## config.mk

```make
export PLATFORM = sky130hd
export DESIGN_NAME = mem_port_arbiter
export DESIGN_NICKNAME = d
export VERILOG_FILES = /design/src/rtl/dlx_mem_pkg.sv /design/src/rtl/init_delay_counter.sv /design/src/rtl/mem_port_arbiter.sv
export SDC_FILE = /design/constraint.sdc
export NUM_CORES = 1
export LEC_CHECK = 0
export BUFFER_PORTS_ARGS = -buffer_cell sky130_fd_sc_hd__buf_2
export CAP_MARGIN = 20
export CORE_AREA = 3 3 103 105
export DETAILED_ROUTE_END_ITERATION = 10
export DIE_AREA = 0 0 106 108
export MAX_ROUTING_LAYER = met4
export SLEW_MARGIN = 20
export SYNTH_ARGS = -nofsm -noshare
export SYNTH_HDL_FRONTEND = slang
export SYNTH_SLANG_ARGS = --single-unit
```

## constraint.sdc

```tcl
create_clock -name clk -period 2.43 [get_ports clk]
set_input_delay 0.486 -clock clk [delete_from_list [all_inputs] [get_ports clk]]
set_output_delay 0.486 -clock clk [all_outputs]
set_load 0.005 [all_outputs]
```

## src/rtl/dlx_mem_pkg.sv

```systemverilog
// Shared encodings for the DLX memory port: response owner and arbiter state.
// Imported by the arbiter, the IF stage and the MEM stage.
package dlx_mem_pkg;

   typedef enum logic [1:0] {
      OWN_NONE = 2'b00,
      OWN_IF   = 2'b01,
      OWN_D    = 2'b10
   } owner_t;

   typedef enum logic {
      ST_INIT = 1'b0,
      ST_RUN  = 1'b1
   } state_t;

   // Bits needed to hold values 0..max_val, never less than one.
   function automatic int cnt_width(input int max_val);
      return (max_val < 1) ? 1 : $clog2(max_val + 1);
   endfunction

endpackage

```

## src/rtl/init_delay_counter.sv

```systemverilog
// Post-reset hold-off: init_delay is high for CYCLES rising edges after reset release.
// Latency: done rises on the CYCLES-th edge; registered outputs.
// Backpressure: none, free-running once reset releases.
module init_delay_counter
   import dlx_mem_pkg::*;
#(
   parameter int CYCLES = 4
) (
   input  logic clk,
   input  logic reset,
   output logic init_delay,
   output logic done
);

   localparam int            CW   = cnt_width(CYCLES - 1);
   localparam logic [CW-1:0] LOAD = CW'(CYCLES - 1);

   state_t        state;
   logic [CW-1:0] cnt;

   // Reset leaves the counter preloaded, so INIT starts counting on the first edge.
   always_ff @(posedge clk or posedge reset) begin
      if (reset) begin
         state      <= ST_INIT;
         cnt        <= LOAD;
         init_delay <= 1'b1;
         done       <= 1'b0;
      end else if (state == ST_INIT) begin
         if (cnt == '0) begin
            state      <= ST_RUN;
            init_delay <= 1'b0;
            done       <= 1'b1;
         end else begin
            cnt <= cnt - CW'(1);
         end
      end
   end

endmodule

```

## src/rtl/mem_port_arbiter.sv

```systemverilog
// Shares the single-port data RAM between instruction fetch and the MEM stage.
// Latency: grant is combinational from req; read data valid one cycle after grant.
// Backpressure: requests are level and held until granted; data wins, fetch bounded by STARVE_MAX.
module mem_port_arbiter
   import dlx_mem_pkg::*;
#(
   parameter int INIT_CYCLES = 4,
   parameter int STARVE_MAX  = 3
) (
   input  logic        clk,
   input  logic        reset,
   input  logic        if_req,
   input  logic [31:0] if_addr,
   output logic        if_gnt,
   output logic        if_rvalid,
   output logic [31:0] if_rdata,
   input  logic        flush,
   input  logic        d_req,
   input  logic        d_we,
   input  logic [31:0] d_addr,
   input  logic [31:0] d_wdata,
   output logic        d_gnt,
   output logic        d_rvalid,
   output logic [31:0] d_rdata,
   output logic        ram_cs,
   output logic        ram_oe,
   output logic        ram_we,
   output logic [31:0] ram_addr,
   output logic [31:0] ram_din,
   input  logic [31:0] ram_dout,
   output logic        init_delay
);

   localparam int            SW         = cnt_width(STARVE_MAX);
   localparam logic [SW-1:0] STARVE_LIM = SW'(STARVE_MAX);

   logic          run;
   logic [SW-1:0] starve_cnt;
   owner_t        rd_owner;
   logic          flush_r;

   init_delay_counter #(
      .CYCLES     (INIT_CYCLES)
   ) u_init (
      .clk        (clk),
      .reset      (reset),
      .init_delay (init_delay),
      .done       (run)
   );

   always_comb begin
      d_gnt  = run & d_req & (~if_req | (starve_cnt < STARVE_LIM));
      if_gnt = run & ~d_gnt & if_req;
   end

   assign ram_cs   = if_gnt | d_gnt;
   assign ram_we   = d_gnt & d_we;
   assign ram_oe   = ram_cs & ~ram_we;
   assign ram_addr = d_gnt ? d_addr : (if_gnt ? if_addr : '0);
   assign ram_din  = d_gnt ? d_wdata : '0;

   always_ff @(posedge clk or posedge reset) begin
      if (reset) begin
         starve_cnt <= '0;
         rd_owner   <= OWN_NONE;
         flush_r    <= 1'b0;
      end else begin
         flush_r <= flush;
         if (!if_req || if_gnt)
            starve_cnt <= '0;
         else if (d_gnt && starve_cnt != STARVE_LIM)
            starve_cnt <= starve_cnt + SW'(1);
         if (if_gnt)
            rd_owner <= OWN_IF;
         else if (d_gnt && !d_we)
            rd_owner <= OWN_D;
         else
            rd_owner <= OWN_NONE;
      end
   end

   // A redirect in either the grant or the response cycle kills the fetch return.
   assign if_rvalid = (rd_owner == OWN_IF) & ~(flush_r | flush);
   assign d_rvalid  = (rd_owner == OWN_D);
   assign if_rdata  = ram_dout;
   assign d_rdata   = ram_dout;

endmodule

```

After elaboration in Yosys (flattened, before gate mapping)
Cells that the tools add are included.
{"block": "totals", "ff_bits": 10, "latchBits": 0, "mem_bits_rw": 0, "mem_bits_ro": 0, "output_inout_bits": 136, "word_cells": 47, "n_memories": 0}
{"block": "op_classes", "addsub": 2, "mul": 0, "n_div": 0, "n_lt_le_gt_ge": 1, "n_eq_ne": 3, "shifts": 0, "mux": 9, "n_bitwise": 16, "reduce_logical": 9}
{"cell": "$mux W32", "n": 3}
{"cell": "$mux W2", "n": 4}
{"cell": "$and A1 B1 Y1", "n": 7}
{"cell": "$not A1 Y1", "n": 6}
{"cell": "$reduce_and A2 Y1", "n": 2}
{"cell": "$or A1 B1 Y1", "n": 3}
{"cell": "$add A2 B1 Y2 const B", "n": 1}
{"cell": "$eq A2 B1 Y1 const B", "n": 1}
{"cell": "$eq A2 B2 Y1 const B", "n": 1}
{"cell": "$logic_and A1 B1 Y1", "n": 2}
{"cell": "$logic_not A1 Y1", "n": 2}
{"cell": "$logic_not A2 Y1", "n": 1}
{"cell": "$lt A2 B2 Y1 const B", "n": 1}
{"cell": "$mux W1", "n": 2}
{"cell": "$ne A2 B2 Y1 const B", "n": 1}
{"cell": "$reduce_bool A2 Y1", "n": 1}
{"cell": "$sub A2 B1 Y2 const B", "n": 1}
{"cell": "$logic_or A1 B1 Y1", "n": 1}

Logic depth before layout (Yosys ltp)
Gate-level depths: netlist of the first run.
{"block": "logic_depth", "word_depth": 8, "depth_mapped": 6, "depth_no_buf": 5}

Modules after synthesis
Synthesis of the first run repeated with hierarchy kept, for this count alone.
{"block": "unflattened", "hier_cells": 253, "hier_area_um2": 1690.4}
{"mod": "mem_port_arbiter", "instances": 1, "cells_per_inst": 237, "area_per_inst_um2": 1483.9}
{"mod": "init_delay_counter", "instances": 1, "cells_per_inst": 16, "area_per_inst_um2": 206.4}

Worst setup path before layout of the first run
Ideal clock, no wire load.
{"block": "synth_path", "path_type": "reg-to-output", "from": "reg starve_cnt[0]", "to": "out ram_addr[22]", "arrival_ns": 1.263, "t_required_ns": 1.944, "path_slack_ns": 0.681, "path_stages_with_launch": 7, "cell_sequence": "dfrtp_1 > ha_1 > nand2b_1 > buf_4 > buf_6 > a32oi_1 > nor2_1"}
{"block": "synth_between", "elab_chain_cells": 8}
{"item": "start, declared", "line": "mem_port_arbiter.sv:38", "text": "logic [SW-1:0] starve_cnt;"}
{"item": "start signal, assigned", "line": "mem_port_arbiter.sv:72", "text": "starve_cnt <= starve_cnt + SW'(1);"}
{"item": "$lt A2 B2 Y1 *", "line": "mem_port_arbiter.sv:52", "text": "d_gnt = run & d_req & (~if_req | (starve_cnt < STARVE_LIM));"}
{"item": "$or A1 B1 Y1 *", "line": "mem_port_arbiter.sv:52"}
{"item": "$and A1 B1 Y1 *", "line": "mem_port_arbiter.sv:52"}
{"item": "$not A1 Y1", "line": "mem_port_arbiter.sv:53", "text": "if_gnt = run & ~d_gnt & if_req;"}
{"item": "$and A1 B1 Y1 (2 in series)", "line": "mem_port_arbiter.sv:53"}
{"item": "$mux W32", "line": "mem_port_arbiter.sv:59", "text": "assign ram_addr = d_gnt ? d_addr : (if_gnt ? if_addr : '0);"}
{"item": "$mux W32 *", "line": "mem_port_arbiter.sv:59"}
{"item": "end, declared", "line": "mem_port_arbiter.sv:28", "text": "output logic [31:0] ram_addr,"}
Mark *: on every way between the ends. The rest lies on a longest branch, timed or not.

Worst setup path after layout of the first run
{"block": "layout_path", "from": "reg starve_cnt[0]", "to": "out ram_addr[9]"}
The elaborated chain is that of the path after synthesis.

==> results of run 1 <==
power by group through the flow:
stage	sequential [mW]	combinational, mW	clock [mW]
6_report	0.174	0.293	0.174
5_1_grt	0.174	0.330	0.189
4_1_cts	0.173	0.298	0.181
3_5_place_dp	0.176	0.297	0
3_3_place_gp	0.176	0.292	0
2_1_floorplan	0.175	0.222	0
area by class of cell:
cell class	count	area [um2]
Tap cell	133	166
Timing Repair Buffer	182	933
Clock buffer	4	45.0
Antenna cell	1	2.50
Multi-Input combinational cell	124	792
Inverter	4	15.0
Fill cell	1119	7520
Sequential cell	10	254
worst max-delay path by stage:
stage | cells past startpoint | from | slack [ns] | to
after global routing | 6 | starve_cnt[0] | 0.06 | ram_addr[9]
final | 6 | starve_cnt[0] | 0.22 | ram_addr[9]
after global placement | 5 | starve_cnt[0] | 0.37 | ram_we
after floorplan | 6 | starve_cnt[0] | 0.68 | ram_addr[22]
after detailed placement | 6 | starve_cnt[0] | 0.32 | ram_addr[28]
after CTS | 6 | starve_cnt[0] | 0.06 | ram_addr[29]
kinds of logic after synthesis:
group / after synthesis / share of synthesized area, %
simple gates: 84 / 25.1
fa+ha+maj: 2 / 1.45
compound gates: 37 / 18.8
buf+inv: 92 / 39.4
xor+xnor: 1 / 0.507
flops: 10 / 14.7
sequential cells by signal, summed over array words and instances, names as in the netlist:
signal	flops
starve_cnt	2
u_init.init_delay	1
u_init.done	1
rd_owner	2
flush_r	1
u_init.cnt	2
u_init.state	1
worst max-delay path, delay by kind of cell, from the launching register on:
family / cells / cell delay [ns]
DFF: 1 / 0.39
adders and majority gates: 1 / 0.26
buffers and inverters: 2 / 0.34
AOI/OAI and AO/OA: 1 / 0.26
and+or+nand+nor: 2 / 0.23
cells in the final DEF (no fill, tap or decap), types with 2 or more instances in the layout:
cell / Yosys / routed
ha_1: 2 / 2
clkbuf_8: 0 / 3
buf_2: 9 / 173
a32oi_1: 32 / 32
inv_1: 4 / 4
dfstp_2: 3 / 3
dfrtp_1: 7 / 7
and2_1: 2 / 2
nor2_1: 35 / 35
and3_1: 33 / 33
nor2b_1: 2 / 2
nand2_1: 4 / 4
nand2b_1: 3 / 3
buf_4: 65 / 9
layer usage:
metal  routed length [um]  part of all wire [%]
met1                 2380                    35
met2                 3400                    50
met3                  822                    12
met4                  193                   2.8
met5                    0                     0
per-stage QoR:
step                      cells  instance area [um2]  hold WS (ns)
final                       458                 2210         0.218
after global routing        458                 2210         0.258
after CTS                   456                 2200         0.221
after detailed placement    452                 2150         0.476
after global placement      452                 2150         0.466
after floorplan             226                 1730         0.324
==> Flow_metrics.wiki, run 1 <==
{| class="wikitable"
! Metric !! Value
|-
| Run status || completed
|-
| Clock network fraction of total power || approximately 27%
|-
| CTS tree || yes
|-
| Antenna violations before repair || 1
|-
| Number of hold buffers added after cts || 0
|-
| Number of nets with antenna violations after detailed routing || 0
|-
| First-pass DRT Iterations || 4
|-
| H-tree depth reported by CTS || 1
|-
| Die span in y || 108 um
|-
| Vias after detailed routing || just under 2000
|-
| Number of buffers inserted during clock tree synthesis || 3
|-
| Unique cell type count in the Yosys netlist || 28
|-
| Routing layer with the top usage in global route || met2
|-
| Initial core utilization || 17.7%
|-
| Number of slew-limit violations in the final report || 0
|-
| NumNets Final || 461
|-
| PD cells || 290 nW/um2
|-
| Startpoint Class || flip-flop
|-
| Post-Syn Instances || between 200 and 250
|-
| PnR Total Power || 0.641 mW
|-
| Cell with the most instances after synthesis || buf_4
|-
| Total setup violations reported at the end of the flow || 0
|-
| Post-CTS Setup Bufs || 0
|-
| Final hold violation count || 0
|-
| Synth warnings || 0
|-
| Most area-consuming cells after synthesis || buf_4 28%, a32oi_1 16%, and3_1 12%
|-
| Psw || 0.197 mW
|-
| GR Overflow Total || 0
|-
| Portion of total power attributed to sequential cells || 27.1%
|-
| Post-detailed-routing wire length || between 6000 and 7000 um
|-
| Global-route track usage on met3 || 2.87%
|-
| Vias in the first global route || 1902
|-
| Cell chosen for the clock root || clkbuf_8
|-
| Clock edge transition at the registers on the reported setup and hold paths || 0.05 ns
|-
| Fraction of final layout cells sized beyond drive strength 1 || 59.0%
|-
| Die X || around 110 um
|-
| Final clock skew || 0.00682 ns
|-
| Number of register bits inferred by synthesis || 10
|-
| Largest net degree at the start of global routing || 39
|-
| Number of cells on the worst reg-to-reg path || 5
|-
| Insertion delay to the later sink of the worst-skew pair || 0.23 ns
|-
| Cell internal power dissipation || around 0.44 mW
|-
| Worst hold path type || in2async
|-
| Slew headroom || between 70% and 80%
|-
| Part of the power in combinational logic || 45.8%
|-
| Least setup slack across all paths after layout || approximately 0.22 ns
|-
| Final design utilization || 22.7%
|-
| Top cell type's share of synthesized area || 28.3%
|-
| Met1 track demand over resource || 11.1%
|-
| Switching fraction of total power || a little under a third
|-
| Top cells by instance count after synthesis || 65 x buf_4, 35 x nor2_1, 33 x and3_1, 32 x a32oi_1, 9 x buf_2
|-
| Number of synthesized flops with an enable pin || 0
|-
| Max capacitance violation total || 0
|-
| Synthesized area || 1730 um2
|-
| DRC marker count from the first detailed-route iteration || 112
|-
| Worst-path cell chain || ha_1 -> nand2b_1 -> buf_4 -> a32oi_1 -> nor2_1 -> buf_2
|-
| GRT Util Overall || 10.7%
|-
| Largest stage delay on the critical path || 0.39 ns
|-
| Static leakage power || 1.31 nW
|-
| Met2 Use GR || 19.6%
|-
| Main synth FF type || dfrtp_1
|-
| Post-synth top area cell || buf_4
|-
| Clock Path Buffers || 2
|-
| Total Negative Setup Slacks || 0 ns
|-
| Average instance area after synthesis || 7.64 um2
|-
| Proportion of synthesized flip-flops having asynchronous set or reset || 100%
|-
| Count of buffers from port buffering || 173
|-
| Required time of the critical path || 1.94 ns
|-
| Wire length of the first global-routing pass || 9630 um
|-
| Beginning of the worst register-to-register path || starve_cnt[0]
|-
| Number of standard-cell rows in the floorplan || 36
|-
| Crit path max fanout || 16
|-
| Synthesis-to-layout area growth || 27.9%
|-
| Die Outline Area || 11400 um2
|-
| Final Critical Period || 2.21 ns
|-
| Post-synthesis sequential area ratio || 14.7%
|-
| Drt wl/cell || 14.8 um
|-
| Maximum clock rate || 0.453 GHz
|-
| Maximum VDD drop || 115 uV
|-
| RSZ-0062 raised after global routing || no
|-
| Clock sink count || 10
|-
| Number of instances resized during post-cts repair || 0
|-
| Placeable Area || around 9700 um2
|-
| Critical path's slowest cell || dfrtp_1
|-
| I/O pin count || 270
|-
| RePlAce Congestion || 0.714
|-
| Vias per std cell || 4.33
|-
| Synthesized netlist net count || 362
|-
| Worst r2r dst || rd_owner[1]
|-
| Critical Path AT || 1.72 ns
|-
| Worst setup EP type || output port
|-
| Worst Setup Slack post-DPL || 0.315 ns
|-
| Total DRC errors in the routed layout || 0
|-
| Portion of the clock cycle consumed by the worst path in the final layout || 90.9%
|-
| Register-to-Register Setup Slack || 0.95 ns
|-
| Worst Path Class, Setup || reg2out
|-
| Worst-margin pin slew || 0.408 ns
|-
| Estimated wirelength of the detail-placed design || roughly 5600 um
|}
No activity file was read; power rests on OpenSTA's default activity.
==> inputs of run 2 (changes only) <==
==> constraint.sdc (replaced) <==
create_clock -name clk -period 2.7 [get_ports clk]
set_input_delay 0.54 -clock clk [delete_from_list [all_inputs] [get_ports clk]]
set_output_delay 0.54 -clock clk [all_outputs]
set_load 0.005 [all_outputs]
==> run 2 against run 1 <==
Clock skew down 0.0020 ns. Highest routed layer unchanged. Sequential power fell by 10%. Total power is 6.0% lower.
==> Flow_metrics.wiki, run 2 (synthesis results as in run 1) <==
{| class="wikitable"
! Metric !! Value
|-
| Antenna violations before repair || 0 (-1)
|-
| RSZ-0062 raised after global routing || no
|-
| Area of combinational cells with multiple inputs || 792 um2 (unchanged)
|-
| Wire length of the first global-routing pass || 9760 um (+1.4%)
|-
| Total Negative Setup Slacks || 0 ns (unchanged)
|-
| Clock edge transition at the registers on the reported setup and hold paths || 0.05 ns (about the same)
|-
| Cell internal power dissipation || 0.424 mW (-4.6%)
|-
| First-pass DRT Iterations || 4 (unchanged)
|-
| Final Critical Period || between 2 and 2.5 ns
|-
| Vias after detailed routing || 1985 (+0.10%)
|-
| Part of the power in combinational logic || 43.9% (-1.9 points)
|-
| Slew headroom || 73.3% (+0.53 points)
|-
| Fraction of final layout cells sized beyond drive strength 1 || 59.3% (+0.31 points)
|-
| Critical Path AT || 1.78 ns (+0.06 ns)
|-
| Final hold violation count || 0 (unchanged)
|-
| Cell chosen for the clock root || clkbuf_8
|-
| Die span in y || 108 um (unchanged)
|-
| Worst Setup EP || ram_addr[9]
|-
| Portion of total power attributed to sequential cells || 25.9% (-1.2 points)
|-
| Maximum VDD drop || 119 uV (+3.8%)
|-
| Largest net degree at the start of global routing || 49 (+26%)
|-
| Register-to-Register Setup Slack || 1.30 ns (+0.35 ns)
|-
| Worst r2r dst || rd_owner[1]
|-
| Worst setup path start || starve_cnt[0]
|-
| Largest stage delay on the critical path || 0.39 ns (about the same)
|-
| Total setup violations reported at the end of the flow || 0 (unchanged)
|-
| Post-CTS Setup Bufs || 0 (unchanged)
|-
| RePlAce Congestion || 0.691 (-3.2%)
|-
| Worst-path cell chain || ha_1 -> a21boi_4 -> buf_4 -> a32oi_1 -> nor2_1 -> buf_2
|-
| Worst Path Class, Setup || reg2out
|-
| CTS tree || yes
|-
| DRC marker count from the first detailed-route iteration || 169 (+51%)
|-
| Vias in the first global route || 1887 (-0.79%)
|-
| Clock network fraction of total power || 30.2% (+3.0 points)
|-
| NumNets Final || 461 (unchanged)
|-
| Startpoint Class || flip-flop
|-
| Post-Route Hold Slack || 0.276 ns (+0.0579 ns)
|-
| Commonest non-fill, non-tap cell in the layout || buf_2
|-
| Crit path buf inv count || 2 (unchanged)
|-
| Total DRC errors in the routed layout || 0 (unchanged)
|-
| Fill count || 1123 (+0.36%)
|-
| Register cell area after layout || 254 um2 (unchanged)
|-
| H-tree depth reported by CTS || 1 (unchanged)
|-
| Final clock skew || 0.00487 ns (-0.00195 ns)
|-
| Critical path's slowest cell || dfrtp_1
|-
| Initial core utilization || 17.7% (unchanged)
|-
| I/O pin count || 270 (unchanged)
|-
| Least setup slack across all paths after layout || 0.376 ns (+0.154 ns)
|-
| Number of slew-limit violations in the final report || 0 (unchanged)
|-
| Clock Path Buffers || 2 (unchanged)
|-
| Die Outline Area || 11400 um2 (unchanged)
|-
| GRT Util Overall || 10.9% (+0.16 points)
|-
| Die X || 106 um (unchanged)
|-
| Insertion delay to the later sink of the worst-skew pair || 0.23 ns (about the same)
|-
| Psw || 0.179 mW (-9.0%)
|-
| Vias per std cell || 4.34 (+0.32%)
|-
| Static leakage power || 1.31 nW (+0.49%)
|-
| Estimated wirelength of the detail-placed design || 5630 um (+1.0%)
|-
| Synthesis-to-layout area growth || 28.3%
|-
| Commonest non-fill, non-tap cells in the layout || 173 x buf_2, 35 x nor2_1, 33 x and3_1, 32 x a32oi_1, 9 x buf_4
|-
| Maximum clock rate || roughly 0.43 GHz
|-
| Diode count || 0 (-1)
|-
| Switching fraction of total power || 29.7% (-0.98 points)
|-
| Number of buffers inserted during clock tree synthesis || 3 (unchanged)
|-
| Worst hold path type || in2async
|-
| Number of standard-cell rows in the floorplan || 36 (unchanged)
|-
| PD cells || 272 nW/um2 (-6.3%)
|-
| Final design utilization || 22.8% (+0.077 points)
|-
| Required time of the critical path || 2.16 ns (+0.22 ns)
|-
| Beginning of the worst register-to-register path || starve_cnt[0]
|-
| Number of cells on the worst reg-to-reg path || 5 (unchanged)
|-
| Count of buffers from port buffering || 173 (unchanged)
|-
| Drt wl/cell || 15.2 um (+2.2%)
|-
| Crit path max fanout || 48 (+32)
|-
| Worst Setup Slack post-DPL || 0.544 ns (+0.229 ns)
|-
| Largest registers in the final layout || rd_owner x2, starve_cnt x2, u_init.cnt x2
|-
| Worst-margin pin slew || 0.400 ns (-0.00802 ns)
|-
| Post-detailed-routing wire length || 6930 um (+1.9%)
|-
| Run status || completed
|-
| Number of instances resized during post-cts repair || 0 (unchanged)
|-
| Placeable Area || 9730 um2 (unchanged)
|-
| Number of nets with antenna violations after detailed routing || 0 (unchanged)
|-
| Max capacitance violation total || 0 (unchanged)
|-
| Portion of the clock cycle consumed by the worst path in the final layout || about 86%
|-
| Number of cells on the critical path || 6 (unchanged)
|-
| Worst setup EP type || output port
|-
| Cell class contributing the biggest share of worst-path delay || buffers and inverters
|-
| Clock sink count || 10 (unchanged)
|-
| Number of hold buffers added after cts || 0 (unchanged)
|-
| GR Overflow Total || 0 (unchanged)
|}
==> run 2: cell types whose count changed in the layout (fill, tap and decap cells not counted) <==
cell / before / now
clkbuf_1: 1 / 0
clkbuf_8: 3 / 4
diode_2: 1 / 0
==> run 2: cell type report <==
cell class / count / share of cell area (%)
flip-flops and latches: 10 / 11.5
clock buffers: 4 / 2.48
repair buffers: 182 / 42.1
multi-input cells: 124 / 35.7
well taps: 133 / 7.51
inverters: 4 / 0.678
==> run 2: layer usage <==
metal  up-vias  track usage [%]  wire, um
met3        25             2.87       799
met5         -                -         0
li1        923                -         -
met4         0             3.89       189
met1       880             11.4      2470
met2       157             19.9      3470
==> run 2: per-stage QoR <==
step           area [um2]  instances  power (mW)
6_report             2220        457       0.603
4_1_cts              2220        457       0.609
2_1_floorplan        1730        226       0.357
3_3_place_gp         2160        453       0.419
5_1_grt              2220        457       0.647
3_5_place_dp         2160        453       0.425
==> run 2: worst register-to-register path: stages, from the launching register on <==
cell      delay (ns)
dfrtp_1         0.39
ha_1            0.25
a21boi_4        0.16
buf_4           0.25
and2_4          0.18
and2b_1         0.11
==> run 2: worst min path at each step <==
| stage | slack [ns] | to | start | cells after the start |
|---|---|---|---|---|
| 2_1_floorplan | 0.38 | flush_r | reset | 1 |
| 3_3_place_gp | 0.47 | u_init.cnt[1] | u_init.cnt[1] | 2 |
| 3_5_place_dp | 0.48 | u_init.init_delay | u_init.init_delay | 1 |
| 4_1_cts | 0.29 | u_init.done | reset | 2 |
| 5_1_grt | 0.31 | starve_cnt[0] | reset | 2 |
| 6_report | 0.28 | starve_cnt[1] | reset | 2 |
==> run 2: power by group through the flow <==
stage / logic (mW) / clock network [mW] / registers [mW]
final: 0.265 / 0.182 / 0.156
after global routing: 0.294 / 0.196 / 0.156
after CTS: 0.268 / 0.185 / 0.156
after detailed placement: 0.267 / 0 / 0.158
after global placement: 0.261 / 0 / 0.158
after floorplan: 0.200 / 0 / 0.158
==> inputs of run 3 (changes only) <==
--- a/config.mk
+++ b/config.mk
@@ -10,7 +10,9 @@
 export CORE_AREA = 3 3 103 105
 export DETAILED_ROUTE_END_ITERATION = 10
 export DIE_AREA = 0 0 106 108
+export HOLD_SLACK_MARGIN = 0.03
 export MAX_ROUTING_LAYER = met4
+export PLACE_DENSITY = 0.55
 export SLEW_MARGIN = 20
 export SYNTH_ARGS = -nofsm -noshare
 export SYNTH_HDL_FRONTEND = slang
==> run 3 against run 2 <==
Sequential share of layout area fell by 0.064 points. Wire length rose by 4.0%. Total power fell by 3.4%. Non-clock buffer count fell by 2. Combinational power rose by 2%. Utilization rose by 0.13 points.
==> Flow_metrics.wiki, run 3 (synthesis results as in run 1) <==
{| class="wikitable"
! Metric !! Value
|-
| Run status || completed
|-
| Critical Path AT || 1.70 ns (-0.08 ns)
|-
| NumNets Final || 459 (-0.43%)
|-
| Number of nets with antenna violations after detailed routing || 0 (unchanged)
|-
| Maximum VDD drop || 133 uV (+11%)
|-
| Commonest non-fill, non-tap cells in the layout || 173 x buf_2, 35 x nor2_1, 33 x and3_1, 32 x a32oi_1, 7 x dfrtp_1
|-
| Clock sink count || 10 (unchanged)
|-
| Startpoint Class || flip-flop
|-
| Max capacitance violation total || 0 (unchanged)
|-
| Count of buffers from port buffering || 173 (unchanged)
|-
| Least setup slack across all paths after layout || 0.455 ns (+0.0798 ns)
|-
| Die span in y || 108 um (unchanged)
|-
| Largest stage delay on the critical path || 0.38 ns (about the same)
|-
| RSZ-0062 raised after global routing || no
|-
| PD cells || 261 nW/um2 (-3.9%)
|-
| H-tree depth reported by CTS || 1 (unchanged)
|-
| Required time of the critical path || 2.16 ns (about the same)
|-
| Fraction of final layout cells sized beyond drive strength 1 || 58.7% (-0.56 points)
|-
| Final Critical Period || 2.24 ns (-0.0798 ns)
|-
| I/O pin count || 270 (unchanged)
|-
| Cell class contributing the biggest share of worst-path delay || flip-flops
|-
| Wire length of the first global-routing pass || 10300 um (+5.9%)
|-
| Initial core utilization || 17.7% (unchanged)
|-
| Post-detailed-routing wire length || 7210 um (+4.0%)
|-
| Worst-margin pin slew || 0.550 ns (+0.150 ns)
|-
| Placeable Area || 9730 um2 (unchanged)
|-
| Estimated wirelength of the detail-placed design || 5940 um (+5.4%)
|-
| Die Outline Area || 11400 um2 (unchanged)
|-
| Critical path's slowest cell || dfrtp_1
|-
| Layout Cell Area excl Fill || 2230 um2 (+0.56%)
|-
| Portion of the clock cycle consumed by the worst path in the final layout || 83.1% (-3.0 points)
|-
| Post-CTS Setup Bufs || 0 (unchanged)
|-
| Worst-path cell chain || ha_1 -> nand2b_1 -> buf_4 -> a32oi_1 -> nor2_1 -> buf_2
|-
| Total DRC errors in the routed layout || 0 (unchanged)
|-
| Vias in the first global route || 2026 (+7.4%)
|-
| Vias per std cell || 4.37 (+0.54%)
|-
| Die X || 106 um (unchanged)
|-
| Cell internal power dissipation || 0.402 mW (-5.1%)
|-
| Clock Path Buffers || 2 (unchanged)
|-
| Commonest non-fill, non-tap cell in the layout || buf_2
|-
| Total Negative Setup Slacks || 0 ns (unchanged)
|-
| CTS tree || yes
|-
| Worst setup EP type || output port
|-
| Worst Setup Slack post-DPL || 0.642 ns (+0.0982 ns)
|-
| Vias after detailed routing || 1987 (+0.10%)
|-
| Total cell area at the placement stage || 2180 um2 (+1.0%)
|-
| Number of buffers inserted during clock tree synthesis || 3 (unchanged)
|-
| Cell chosen for the clock root || clkbuf_8
|-
| Clock edge transition at the registers on the reported setup and hold paths || 0.05 ns (about the same)
|-
| Insertion delay to the later sink of the worst-skew pair || 0.23 ns (about the same)
|-
| Number of instances resized during post-cts repair || 0 (unchanged)
|-
| Switching fraction of total power || 31.0% (+1.2 points)
|-
| Number of slew-limit violations in the final report || 0 (unchanged)
|-
| Total setup violations reported at the end of the flow || 0 (unchanged)
|-
| Clock network fraction of total power || 26.9% (-3.3 points)
|-
| Diode count || 0 (unchanged)
|-
| Final clock skew || 0.00893 ns (+0.00406 ns)
|-
| Largest registers in the final layout || rd_owner x2, starve_cnt x2, u_init.cnt x2
|-
| RePlAce Congestion || 0.701 (+1.4%)
|-
| Psw || 0.180 mW (+0.58%)
|-
| Crit path buf inv count || 2 (unchanged)
|-
| Post-Route Hold Slack || 0.274 ns (-0.00164 ns)
|-
| First-pass DRT Iterations || 4 (unchanged)
|-
| Slew headroom || 63.3% (-10 points)
|-
| Number of standard-cell rows in the floorplan || 36 (unchanged)
|-
| Portion of total power attributed to sequential cells || 26.8% (+0.9 points)
|-
| GR Overflow Total || 0 (unchanged)
|-
| Final design utilization || 22.9% (+0.13 points)
|-
| Maximum clock rate || 0.446 GHz (+3.6%)
|-
| Crit path max fanout || 20 (-58%)
|-
| Antenna violations before repair || 1 (+1)
|-
| Largest net degree at the start of global routing || 48 (-2.0%)
|-
| Part of the power in combinational logic || 46.3% (+2.4 points)
|-
| Drt wl/cell || 15.8 um (+4.5%)
|-
| Final hold violation count || 0 (unchanged)
|-
| GRT Util Overall || 11.7% (+0.82 points)
|-
| DRC marker count from the first detailed-route iteration || 157 (-7.1%)
|-
| Number of hold buffers added after cts || 0 (unchanged)
|-
| Synthesis-to-layout area growth || 29.1%
|-
| Worst Path Class, Setup || reg2out
|-
| Worst hold path type || in2async
|-
| Static leakage power || 1.31 nW (-0.34%)
|}
-- run 3: cell count changes in the layout (fill, tap and decap cells not counted), sizes merged --
cell	before	now
buf	182	180
-- run 3: worst register-to-register path, delay by kind of cell (launching register included) --
| kind | cells | cell delay [ns] |
|---|---|---|
| buf+inv | 1 | 0.21 |
| fa+ha+maj | 1 | 0.25 |
| compound gates | 1 | 0.16 |
| flops | 1 | 0.38 |
| simple gates | 2 | 0.30 |
-- run 3: through the flow --
stage / instances / total power, mW
2_1_floorplan: 226 / 0.357
3_3_place_gp: 451 / 0.426
3_5_place_dp: 451 / 0.431
4_1_cts: 455 / 0.593
5_1_grt: 455 / 0.629
6_report: 455 / 0.583
-- run 3: cell type report --
class / count / area (um2)
sequential: 10 / 254
inverter: 4 / 15.0
timing repair buffer: 180 / 956
tap: 133 / 166
clock buffer: 4 / 45.0
fill: 1107 / 7500
multi-input combinational: 124 / 792
-- run 3: path summary, 6_finish.rpt --
path | start | end | slack [ns] | cells after the start
worst max register to register | starve_cnt[0] | starve_cnt[1] | 1.33 | 5
worst max-delay path | starve_cnt[0] | ram_addr[18] | 0.46 | 6
worst min register to register | u_init.cnt[1] | u_init.cnt[1] | 0.48 | 2
max in group asynchronous | reset | u_init.cnt[1] | 2.10 | 2
worst min-delay path | reset | flush_r | 0.27 | 2
min in group clk | flush | flush_r | 0.43 | 1
-- run 3: metal layers --
layer | vias up | global-route usage [%] | part of all wire [%]
li1 | 921 | - | -
met4 | 0 | 2.41 | 1.6
met3 | 22 | 2.81 | 11
met5 | - | - | 0
met2 | 160 | 22.1 | 52
met1 | 884 | 12.4 | 36
-- run 3: power by group through the flow --
stage | clock [mW] | combinational (mW) | sequential (mW)
global route | 0.171 | 0.302 | 0.156
global placement | 0 | 0.268 | 0.158
CTS | 0.163 | 0.274 | 0.156
floorplan | 0 | 0.200 | 0.158
finish | 0.156 | 0.270 | 0.156
detailed placement | 0 | 0.273 | 0.158
